--- config.mk ---
export PLATFORM = sky130hd
export DESIGN_NAME = pwm_duty_ctrl_flat
export DESIGN_NICKNAME = d
export VERILOG_FILES = /design/src/rtl/pwm_pkg.sv /design/src/rtl/pwm_duty_ctrl_if.sv /design/src/rtl/pwm_duty_ctrl_btn_debounce.sv /design/src/rtl/pwm_duty_ctrl.sv /design/src/flat_wrapper.sv
export SDC_FILE = /design/constraint.sdc
export NUM_CORES = 1
export LEC_CHECK = 0
export BUFFER_PORTS_ARGS = -buffer_cell sky130_fd_sc_hd__buf_4
export CORE_MARGIN = 2
export CORE_UTILIZATION = 50
export DETAILED_ROUTE_END_ITERATION = 6
export PLACE_DENSITY = 0.7
export SYNTH_ARGS = -nofsm -noshare
export SYNTH_HDL_FRONTEND = slang
export SYNTH_SLANG_ARGS = --single-unit
--- constraint.sdc ---
create_clock -name clk -period 2.6 [get_ports clk]
set_clock_uncertainty 0.1 [all_clocks]
set_input_delay 0.13 -clock clk [delete_from_list [all_inputs] [get_ports clk]]
set_output_delay 0.13 -clock clk [all_outputs]
set_load 0.005 [all_outputs]
--- src/rtl/pwm_pkg.sv ---
// Shared defaults, FSM state encodings and helpers for the PWM duty-cycle controller.
package pwm_pkg;

  localparam int DUTY_W       = 4;
  localparam int DUTY_MAX     = 10;
  localparam int DUTY_RST     = 5;
  localparam int DEB_CYCLES   = 8;
  localparam int REPEAT_DELAY = 500;
  localparam int REPEAT_RATE  = 100;

  function automatic int max_int(input int a, input int b);
    return (a > b) ? a : b;
  endfunction

  localparam int RPT_W = $clog2(max_int(REPEAT_DELAY, REPEAT_RATE) + 1);

  typedef logic [1:0] state_t;
  localparam state_t ST_IDLE     = 2'd0;
  localparam state_t ST_HOLD_INC = 2'd1;
  localparam state_t ST_HOLD_DEC = 2'd2;
  localparam state_t ST_BOTH     = 2'd3;

endpackage

--- src/rtl/pwm_duty_ctrl_if.sv ---
// Duty configuration bus from the controller to the PWM counter/comparator.
interface pwm_duty_ctrl_if #(parameter int DUTY_W = pwm_pkg::DUTY_W);
  logic [DUTY_W-1:0] duty;
  logic              duty_upd;
  logic              inled;
  logic              deled;
  logic              at_limit;

  modport master (output duty, duty_upd, inled, deled, at_limit);
  modport slave  (input  duty, duty_upd, inled, deled, at_limit);
endinterface

--- src/rtl/pwm_duty_ctrl_btn_debounce.sv ---
// Two-flop synchroniser plus level debouncer for one raw push-button pin.
module btn_debounce
  import pwm_pkg::*;
#(
  parameter int DEB_CYCLES = pwm_pkg::DEB_CYCLES
) (
  input  logic clk,
  input  logic reset,
  input  logic raw,
  output logic level
);

  localparam int CNT_W = $clog2(DEB_CYCLES + 1);
  localparam logic [CNT_W-1:0] CNT_LAST = CNT_W'(DEB_CYCLES - 1);

  logic             sync1;
  logic             sync2;
  logic [CNT_W-1:0] cnt;

  always_ff @(posedge clk) begin
    if (reset) begin
      sync1 <= 1'b0;
      sync2 <= 1'b0;
      cnt   <= '0;
      level <= 1'b0;
    end else begin
      sync1 <= raw;
      sync2 <= sync1;
      // any sample agreeing with the accepted level restarts the stability count
      if (sync2 == level) begin
        cnt <= '0;
      end else if (cnt == CNT_LAST) begin
        level <= ~level;
        cnt   <= '0;
      end else begin
        cnt <= cnt + 1'b1;
      end
    end
  end

endmodule

--- src/rtl/pwm_duty_ctrl.sv ---
// Button-driven saturating duty register with single-step and auto-repeat control.
//   state       | meaning
//   ST_IDLE     | no button held, waiting for a fresh press
//   ST_HOLD_INC | increment held, auto-repeat timer running
//   ST_HOLD_DEC | decrement held, auto-repeat timer running
//   ST_BOTH     | both buttons seen together, steps blocked until both released
module pwm_duty_ctrl
  import pwm_pkg::*;
#(
  parameter int DUTY_W       = pwm_pkg::DUTY_W,
  parameter int DUTY_MAX     = pwm_pkg::DUTY_MAX,
  parameter int DUTY_RST     = pwm_pkg::DUTY_RST,
  parameter int DEB_CYCLES   = pwm_pkg::DEB_CYCLES,
  parameter int REPEAT_DELAY = pwm_pkg::REPEAT_DELAY,
  parameter int REPEAT_RATE  = pwm_pkg::REPEAT_RATE
) (
  input  logic clk,
  input  logic reset,
  input  logic btn_incrPWM,
  input  logic btn_decrPWM,
  pwm_duty_ctrl_if.master bus
);

  localparam int CTR_W = $clog2(max_int(REPEAT_DELAY, REPEAT_RATE) + 1);
  localparam logic [CTR_W-1:0]  RPT_DELAY = CTR_W'(REPEAT_DELAY);
  localparam logic [CTR_W-1:0]  RPT_RATE  = CTR_W'(REPEAT_RATE);
  localparam logic [DUTY_W-1:0] D_MAX     = DUTY_W'(DUTY_MAX);
  localparam logic [DUTY_W-1:0] D_RST     = DUTY_W'(DUTY_RST);

  logic db_inc;
  logic db_dec;
  logic db_inc_q;
  logic db_dec_q;
  logic rise_inc;
  logic rise_dec;

  state_t            state;
  state_t            state_nxt;
  logic [CTR_W-1:0]  rpt;
  logic [CTR_W-1:0]  rpt_nxt;
  logic              step_inc;
  logic              step_dec;
  logic              inc_ok;
  logic              dec_ok;
  logic [DUTY_W-1:0] duty_r;
  logic              inc_hit;
  logic              dec_hit;
  logic              inled_r;
  logic              deled_r;

  btn_debounce #(.DEB_CYCLES(DEB_CYCLES)) u_deb_inc (
    .clk   (clk),
    .reset (reset),
    .raw   (btn_incrPWM),
    .level (db_inc)
  );

  btn_debounce #(.DEB_CYCLES(DEB_CYCLES)) u_deb_dec (
    .clk   (clk),
    .reset (reset),
    .raw   (btn_decrPWM),
    .level (db_dec)
  );

  assign rise_inc = db_inc & ~db_inc_q;
  assign rise_dec = db_dec & ~db_dec_q;

  // Terminal count is 1 so repeat steps land exactly DELAY/RATE cycles apart.
  always_comb begin
    state_nxt = state;
    rpt_nxt   = rpt;
    step_inc  = 1'b0;
    step_dec  = 1'b0;
    case (state)
      ST_IDLE: begin
        if (db_inc && db_dec) begin
          state_nxt = ST_BOTH;
        end else if (rise_inc) begin
          step_inc  = 1'b1;
          rpt_nxt   = RPT_DELAY;
          state_nxt = ST_HOLD_INC;
        end else if (rise_dec) begin
          step_dec  = 1'b1;
          rpt_nxt   = RPT_DELAY;
          state_nxt = ST_HOLD_DEC;
        end
      end
      ST_HOLD_INC: begin
        if (!db_inc) begin
          state_nxt = ST_IDLE;
          rpt_nxt   = '0;
        end else if (db_dec) begin
          state_nxt = ST_BOTH;
          rpt_nxt   = '0;
        end else if (rpt <= CTR_W'(1)) begin
          step_inc = 1'b1;
          rpt_nxt  = RPT_RATE;
        end else begin
          rpt_nxt = rpt - 1'b1;
        end
      end
      ST_HOLD_DEC: begin
        if (!db_dec) begin
          state_nxt = ST_IDLE;
          rpt_nxt   = '0;
        end else if (db_inc) begin
          state_nxt = ST_BOTH;
          rpt_nxt   = '0;
        end else if (rpt <= CTR_W'(1)) begin
          step_dec = 1'b1;
          rpt_nxt  = RPT_RATE;
        end else begin
          rpt_nxt = rpt - 1'b1;
        end
      end
      default: begin
        if (!db_inc && !db_dec) begin
          state_nxt = ST_IDLE;
        end
      end
    endcase
  end

  // Saturated steps keep FSM timing but leave duty and the pulses untouched.
  assign inc_ok = step_inc && (duty_r != D_MAX);
  assign dec_ok = step_dec && (duty_r != '0);

  always_ff @(posedge clk) begin
    if (reset) begin
      db_inc_q <= 1'b0;
      db_dec_q <= 1'b0;
      state    <= ST_IDLE;
      rpt      <= '0;
      duty_r   <= D_RST;
      inc_hit  <= 1'b0;
      dec_hit  <= 1'b0;
      inled_r  <= 1'b0;
      deled_r  <= 1'b0;
    end else begin
      db_inc_q <= db_inc;
      db_dec_q <= db_dec;
      state    <= state_nxt;
      rpt      <= rpt_nxt;
      if (inc_ok) begin
        duty_r <= duty_r + 1'b1;
      end else if (dec_ok) begin
        duty_r <= duty_r - 1'b1;
      end
      inc_hit <= inc_ok;
      dec_hit <= dec_ok;
      inled_r <= inc_hit;
      deled_r <= dec_hit;
    end
  end

  assign bus.duty     = duty_r;
  assign bus.inled    = inled_r;
  assign bus.deled    = deled_r;
  assign bus.duty_upd = inled_r | deled_r;
  assign bus.at_limit = (duty_r == '0) || (duty_r == D_MAX);

endmodule

--- src/flat_wrapper.sv ---
// flat-port wrapper written by rule: the top's interface ports become plain ports
module pwm_duty_ctrl_flat import pwm_pkg::*;
#(
  parameter int DUTY_W       = pwm_pkg::DUTY_W,
  parameter int DUTY_MAX     = pwm_pkg::DUTY_MAX,
  parameter int DUTY_RST     = pwm_pkg::DUTY_RST,
  parameter int DEB_CYCLES   = pwm_pkg::DEB_CYCLES,
  parameter int REPEAT_DELAY = pwm_pkg::REPEAT_DELAY,
  parameter int REPEAT_RATE  = pwm_pkg::REPEAT_RATE
)
  (clk, reset, btn_incrPWM, btn_decrPWM, bus_duty, bus_duty_upd, bus_inled, bus_deled, bus_at_limit);
  pwm_duty_ctrl_if #(.DUTY_W(DUTY_W)) bus_i ();
  input  logic clk;
  input  logic reset;
  input  logic btn_incrPWM;
  input  logic btn_decrPWM;
  output wire logic [$bits(bus_i.duty)-1:0] bus_duty;
  output wire logic [$bits(bus_i.duty_upd)-1:0] bus_duty_upd;
  output wire logic [$bits(bus_i.inled)-1:0] bus_inled;
  output wire logic [$bits(bus_i.deled)-1:0] bus_deled;
  output wire logic [$bits(bus_i.at_limit)-1:0] bus_at_limit;
  assign bus_duty = bus_i.duty;
  assign bus_duty_upd = bus_i.duty_upd;
  assign bus_inled = bus_i.inled;
  assign bus_deled = bus_i.deled;
  assign bus_at_limit = bus_i.at_limit;
  pwm_duty_ctrl #(.DUTY_W(DUTY_W), .DUTY_MAX(DUTY_MAX), .DUTY_RST(DUTY_RST), .DEB_CYCLES(DEB_CYCLES), .REPEAT_DELAY(REPEAT_DELAY), .REPEAT_RATE(REPEAT_RATE)) u_core (.clk(clk), .reset(reset), .btn_incrPWM(btn_incrPWM), .btn_decrPWM(btn_decrPWM), .bus(bus_i));
endmodule
* After elaboration in Yosys (flattened, before gate mapping)
Index checks and enable logic that the tools add are counted.
Cells by class: add/subtract/negate cells 5, $lt $le $gt $ge 1, equal/unequal tests 13, mux-type cells 32, bitwise logic cells 9, reductions and logical operators 19
Operators with widths (number):
- $mux W9 | 8
- $pmux W9 S3 | 1
- $mux W2 | 8
- $add A4 B1 Y4 const B | 3
- $mux W1 | 10
- $le A9 B1 Y1 const B | 1
- $sub A9 B1 Y9 const B | 1
- $eq A4 B3 Y1 const B | 2
- $mux W4 | 2
- $reduce_bool A4 Y1 | 2
- $ne A3 B3 Y1 const B | 2
- $not A1 Y1 | 6
- $pmux W2 S3 | 1
- $reduce_or A3 Y1 | 2
- $eq A4 B4 Y1 const B | 1
- $logic_and A1 B1 Y1 | 4
- $logic_not A4 Y1 | 1
- $ne A4 B1 Y1 const B | 1
- $ne A4 B4 Y1 const B | 1
- $pmux W1 S2 | 2
- $reduce_and A2 Y1 | 2
- $reduce_and A4 Y1 | 1
- $sub A4 B1 Y4 const B | 1
- $ne A3 B1 Y1 const B | 1
- other kinds (12) | 15
Word-level totals: register bits 35, output and inout port bits 8

* Logic depth before layout (Yosys ltp)
word-level depth 9, mapped depth 13

* By module
From an unflattened synthesis, not the netlist that was laid out.
Second synthesis, totals: cells, all modules 212, area, all modules 1825.5 um2
Modules (own cells, without submodules):
- pwm_duty_ctrl | instances 1, cells an instance 166, area an instance 1327.5 um2
- btn_debounce | instances 2, cells an instance 23, area an instance 249.0 um2

* Worst setup path before layout
Ideal clock, no wire load.
path kind flip-flop to flip-flop, start point register u_core.rpt[4], end point register u_core.duty_r[3] (netlist: u_core.bus.duty[3]), setup time 0.133 ns, arrival time 2.666 ns, required time 2.367 ns, setup slack -0.299 ns, stages on the path, launching flop included 11, clock period less this slack 2.899 ns, path through dfxtp_1 nor4_1 a41oi_1 nor4_4 inv_1 ha_1 a21o_1 a21o_1 a211oi_1 o21ai_0 nor3b_1
On the way: word-level cells in the longest chain between the ends 7
RTL lines:
- from (decl) | RTL line pwm_duty_ctrl.sv:39 | logic [CTR_W-1:0] rpt;
- from (signal assigned) | RTL line pwm_duty_ctrl.sv:143 | rpt <= rpt_nxt;
- $le A9 B1 Y1 * | RTL line pwm_duty_ctrl.sv:95, pwm_duty_ctrl.sv:109
- $mux W1 * | RTL line pwm_duty_ctrl.sv:95, pwm_duty_ctrl.sv:109
- $mux W1 (on tied branches) | RTL line pwm_duty_ctrl.sv:92, pwm_duty_ctrl.sv:106
- $mux W1 (on tied branches) | RTL line pwm_duty_ctrl.sv:89, pwm_duty_ctrl.sv:103
- $pmux W1 S2 | RTL line pwm_duty_ctrl.sv:74 | case (state)
- $logic_and A1 B1 Y1 (on tied branches) | RTL line pwm_duty_ctrl.sv:125, pwm_duty_ctrl.sv:126
- $mux W4 / $reduce_bool A2 Y1 (equally long branches)
- to (signal assigned) | RTL line pwm_duty_ctrl.sv:145 | duty_r <= duty_r + 1'b1;
- to (signal assigned) | RTL line pwm_duty_ctrl.sv:147 | duty_r <= duty_r - 1'b1;
- to (decl) | RTL line pwm_duty_ctrl.sv:45 | logic [DUTY_W-1:0] duty_r;
Mark *: on every way between the ends. The rest lies on a longest branch, timed or not. A chain may end at the register's enable or synchronous reset.

* Worst setup path in the final report
start point register u_core.rpt[7], end point register u_core.duty_r[3] (netlist: u_core.bus.duty[3])
Same word-level chain as after synthesis.

==> flow_summary.yaml <==
floorplanning:
  initial_utilization_pct: 52.36
  die_y_um: 65.92
  rows: 22
  die_area_um2: 4345
  core_area_um2: 3661
  io_pins: 12
  die_x_um: 65.92
synthesis:
  ys_async_sr_fraction_pct: 0
  synthDistinctLibCells: 49
  syn_avg_cell_area_um2: 8.519
  synth_fp_nets: 240
  yosys_warnings: 0
  yosys_register_bits: 35
  synthFlopType: "dfxtp_1"
  ys_seq_area_share_pct: 36.55
  synth_edf_count: 0
  synth_area_um2: 1917
  syn_inst: 225
critical_path:
  criticalPathCategory: "reg -> reg"
  crit_arrival_ns: 2.70
  crit_required_ns: 2.72
  r2r-start: "u_core.rpt[7]"
  endpoint_kind: "flip-flop"
  r2r_slack_ns: 0.02
  critPathLaunchType: "flip-flop"
  timing.rr.end: "u_core.bus.duty[3]"
  critPathMaxFanout: 3
  r2r_cells: 10
clock_tree:
  cts_max_level: 2
  root_buffer: "clkbuf_8"
  cts_tree: "built"
  cts_buffers: 5
  clkSlewWorstSetupHoldPaths_ns: 0.08
  tritoncts_num_sinks: 35
  clockBufferDepth: 2
  clkLatencyLatePin_ns: 0.29
worst_hold_path:
  whs_path_depth: 2
  worstHoldStart: "reset"
  min_to: "u_core.db_dec_q"
  hold_path_class: "in -> reg"
place:
  routabilityCongestion: 0.8281
  hpwl_um: 2713
  portBuffers: 11
  place_area_um2: 2192
sta:
  finalSetupViolCount: 0
  finalHoldViolCount: 0
  rsz0062_at_grt: "yes"
  period_minus_slack_ns: 2.582
  max_slew_margin_pct: 67.04
  fmax_ghz: 0.3873
  maxSlewViolCount: 0
  tightest_slew_ns: 0.4906
  fin_hold_ws_ns: 0.1113
  period_share_pct: 99.30
global_routing:
  grt_max_degree: 33
  track_usage_pct: 20.35
  grt.overflow.total: 0
  grt_pass1_vias: 1532
  grt_pass1_wl_um: 6762
  antenna_found_initial: 0
flow_run:
  max-cap-violations: 0
power:
  p_int_mw: 1.083
  power_frac_comb_pct: 21.0
  seqPwrFrac_pct: 39.1
  p_switching_uw: 397.1
  ir_drop_uv: 354.2
  p_sw_share_pct: 26.82
  p_per_area_nw_per_um2: 613.7
  clock_power_share_pct: 39.9
  cellLeakagePower_nw: 0.9193
finish:
  multi_input_area_um2: 1217
  fill_cells: 299
  n_antenna_cell: 0
  drive_gt1_share_pct: 28.13
  fin_area_um2: 2412
  regArea_um2: 704.4
  area_growth_pct: 25.85
  nets: 270
  final_util_pct: 65.89
drt:
  routed_wl_um: 4107
  drt.antenna.violating_nets: 0
  wl_per_cell_um: 13.51
  drcViolationCount: 0
  via_per_inst: 5.490
  drt_iter0_drc: 111
  dr.pass1.iters: 4
  num_vias: 1669
status:
  status: "completed"
[power groups by stage]
stage | clock (mW) | sequential [mW] | combinational, mW
2_1_floorplan | 0 | 0.589 | 0.217
3_3_place_gp | 0 | 0.589 | 0.300
3_5_place_dp | 0 | 0.590 | 0.301
4_1_cts | 0.602 | 0.578 | 0.305
5_1_grt | 0.631 | 0.582 | 0.339
6_report | 0.590 | 0.580 | 0.311
[final cells by class]
class                           count  area share (%)
Clock buffer                        5           2.853
Clock inverter                      3           2.801
Inverter                           11           1.712
Multi-Input combinational cell    169           50.47
Sequential cell                    35           29.20
Tap cell                           48           2.490
Timing Repair Buffer               33           10.48
[how the worst max path moves through the flow]
stage                    startpoint                 end  slack, ns  depth (start not counted)
floorplan           u_core.state[0]  u_core.bus.duty[3]      0.009                         13
global placement    u_core.state[0]  u_core.bus.duty[3]       0.07                         11
detailed placement    u_core.rpt[1]  u_core.bus.duty[3]       0.03                         12
CTS                 u_core.state[1]  u_core.bus.duty[3]      0.006                         12
global route          u_core.rpt[1]  u_core.bus.duty[3]      -0.12                         12
finish                u_core.rpt[7]  u_core.bus.duty[3]       0.02                         10
[metrics by stage]
stage / total power [mW] / setup WS [ns] / TNS, ns / instances
2_1_floorplan: 0.8060 / 0.008977 / 0 / 225
3_3_place_gp: 0.8897 / 0.07006 / 0 / 292
3_5_place_dp: 0.8912 / 0.02515 / 0 / 292
4_1_cts: 1.485 / 0.006199 / 0 / 302
5_1_grt: 1.552 / -0.1184 / -0.1184 / 304
6_report: 1.481 / 0.01828 / 0 / 304
[cell usage in the layout (no fill, tap or decap), types with 2 or more instances in the layout]
cell / Yosys / layout
or2_2: 3 / 3
inv_2: 0 / 3
a21o_1: 3 / 3
o31ai_1: 3 / 3
xor2_1: 4 / 4
a22oi_1: 3 / 3
buf_4: 0 / 31
nor3b_1: 4 / 2
nand2_1: 15 / 15
dlygate4sd3_1: 0 / 2
clkbuf_8: 0 / 5
nor2b_1: 11 / 10
o211ai_1: 3 / 3
nand2b_1: 3 / 3
dfxtp_2: 0 / 3
xnor2_1: 4 / 4
or3_1: 3 / 3
nor2_1: 23 / 23
o21ai_1: 1 / 2
nor4_4: 2 / 3
nor3_1: 8 / 7
a21oi_1: 15 / 15
ha_1: 10 / 7
bufinv_16: 0 / 2
ha_4: 0 / 2
or3b_2: 4 / 4
mux2i_1: 2 / 2
nor4_1: 4 / 3
o21ai_0: 15 / 14
nand3_1: 3 / 3
dfxtp_1: 35 / 32
inv_1: 11 / 8
[cell families (layout without fill, tap and decap cells)]
family | after synthesis | after routing | synth area share [%]
compound gates | 56 | 56 | 19.06
xor+xnor | 8 | 8 | 3.655
fa+ha+maj | 11 | 11 | 7.572
flops | 35 | 35 | 36.55
mux | 2 | 2 | 1.044
buf+inv | 21 | 52 | 4.243
simple gates | 92 | 92 | 27.87
[layer usage]
metal  global-route usage (%)  vias to the layer above  wire (um)
li1                         -                      858          -
met1                    25.58                      784       1971
met2                    33.33                       25       1984
met3                    5.622                        2        129
met4                    7.031                        0         21
met5                        0                        -          0
[cells in the mapped netlist (2+ instances only)]
cell	count	area, um2
buf_2	2	10.01
a211oi_1	2	15.01
nor2_1	23	86.33
inv_1	11	41.29
nor4_1	4	25.02
o31ai_1	3	22.52
clkbuf_1	8	30.03
nand2b_1	3	18.77
nand3_1	3	15.01
nor4_4	2	42.54
xor2_1	4	35.03
xnor2_1	4	35.03
mux2i_1	2	20.02
a22oi_1	3	22.52
o21ai_0	15	75.07
o211ai_1	3	22.52
nor2b_1	11	68.82
nor3b_1	4	30.03
a21o_1	3	22.52
or3b_2	4	35.03
or2_2	3	18.77
ha_1	10	125.1
nor3_1	8	40.04
or3_1	3	18.77
nand2_1	15	56.30
dfxtp_1	35	700.7
a21oi_1	15	75.07
[flip-flops by register name, summed over array words and instances, names as in the netlist, 2 cells and up]
register / cells
u_core.u_deb_dec.cnt: 4
u_core.bus.duty: 4
u_core.rpt: 9
u_core.u_deb_inc.cnt: 4
u_core.state: 2
[what timing repair did]
item                                   CTS  global route
cloned                                   0             0
endpoints found under the hold margin    2             0
pin swaps                                2             7
resized for setup                        1            12
setup buffers                            0             2
setup endpoints to repair                1             1
hold buffers                             2             0
[worst max-delay path, stage by stage, from the launching register on]
cell	delay, ns
dfxtp_2	0.34
nor4_4	0.33
a41oi_2	0.21
nor4_4	0.34
inv_2	0.10
ha_4	0.22
a21o_1	0.16
a21o_1	0.18
and4bb_2	0.25
o21ai_1	0.12
nor3b_2	0.15
No activity file was read; power rests on OpenSTA's default activity.
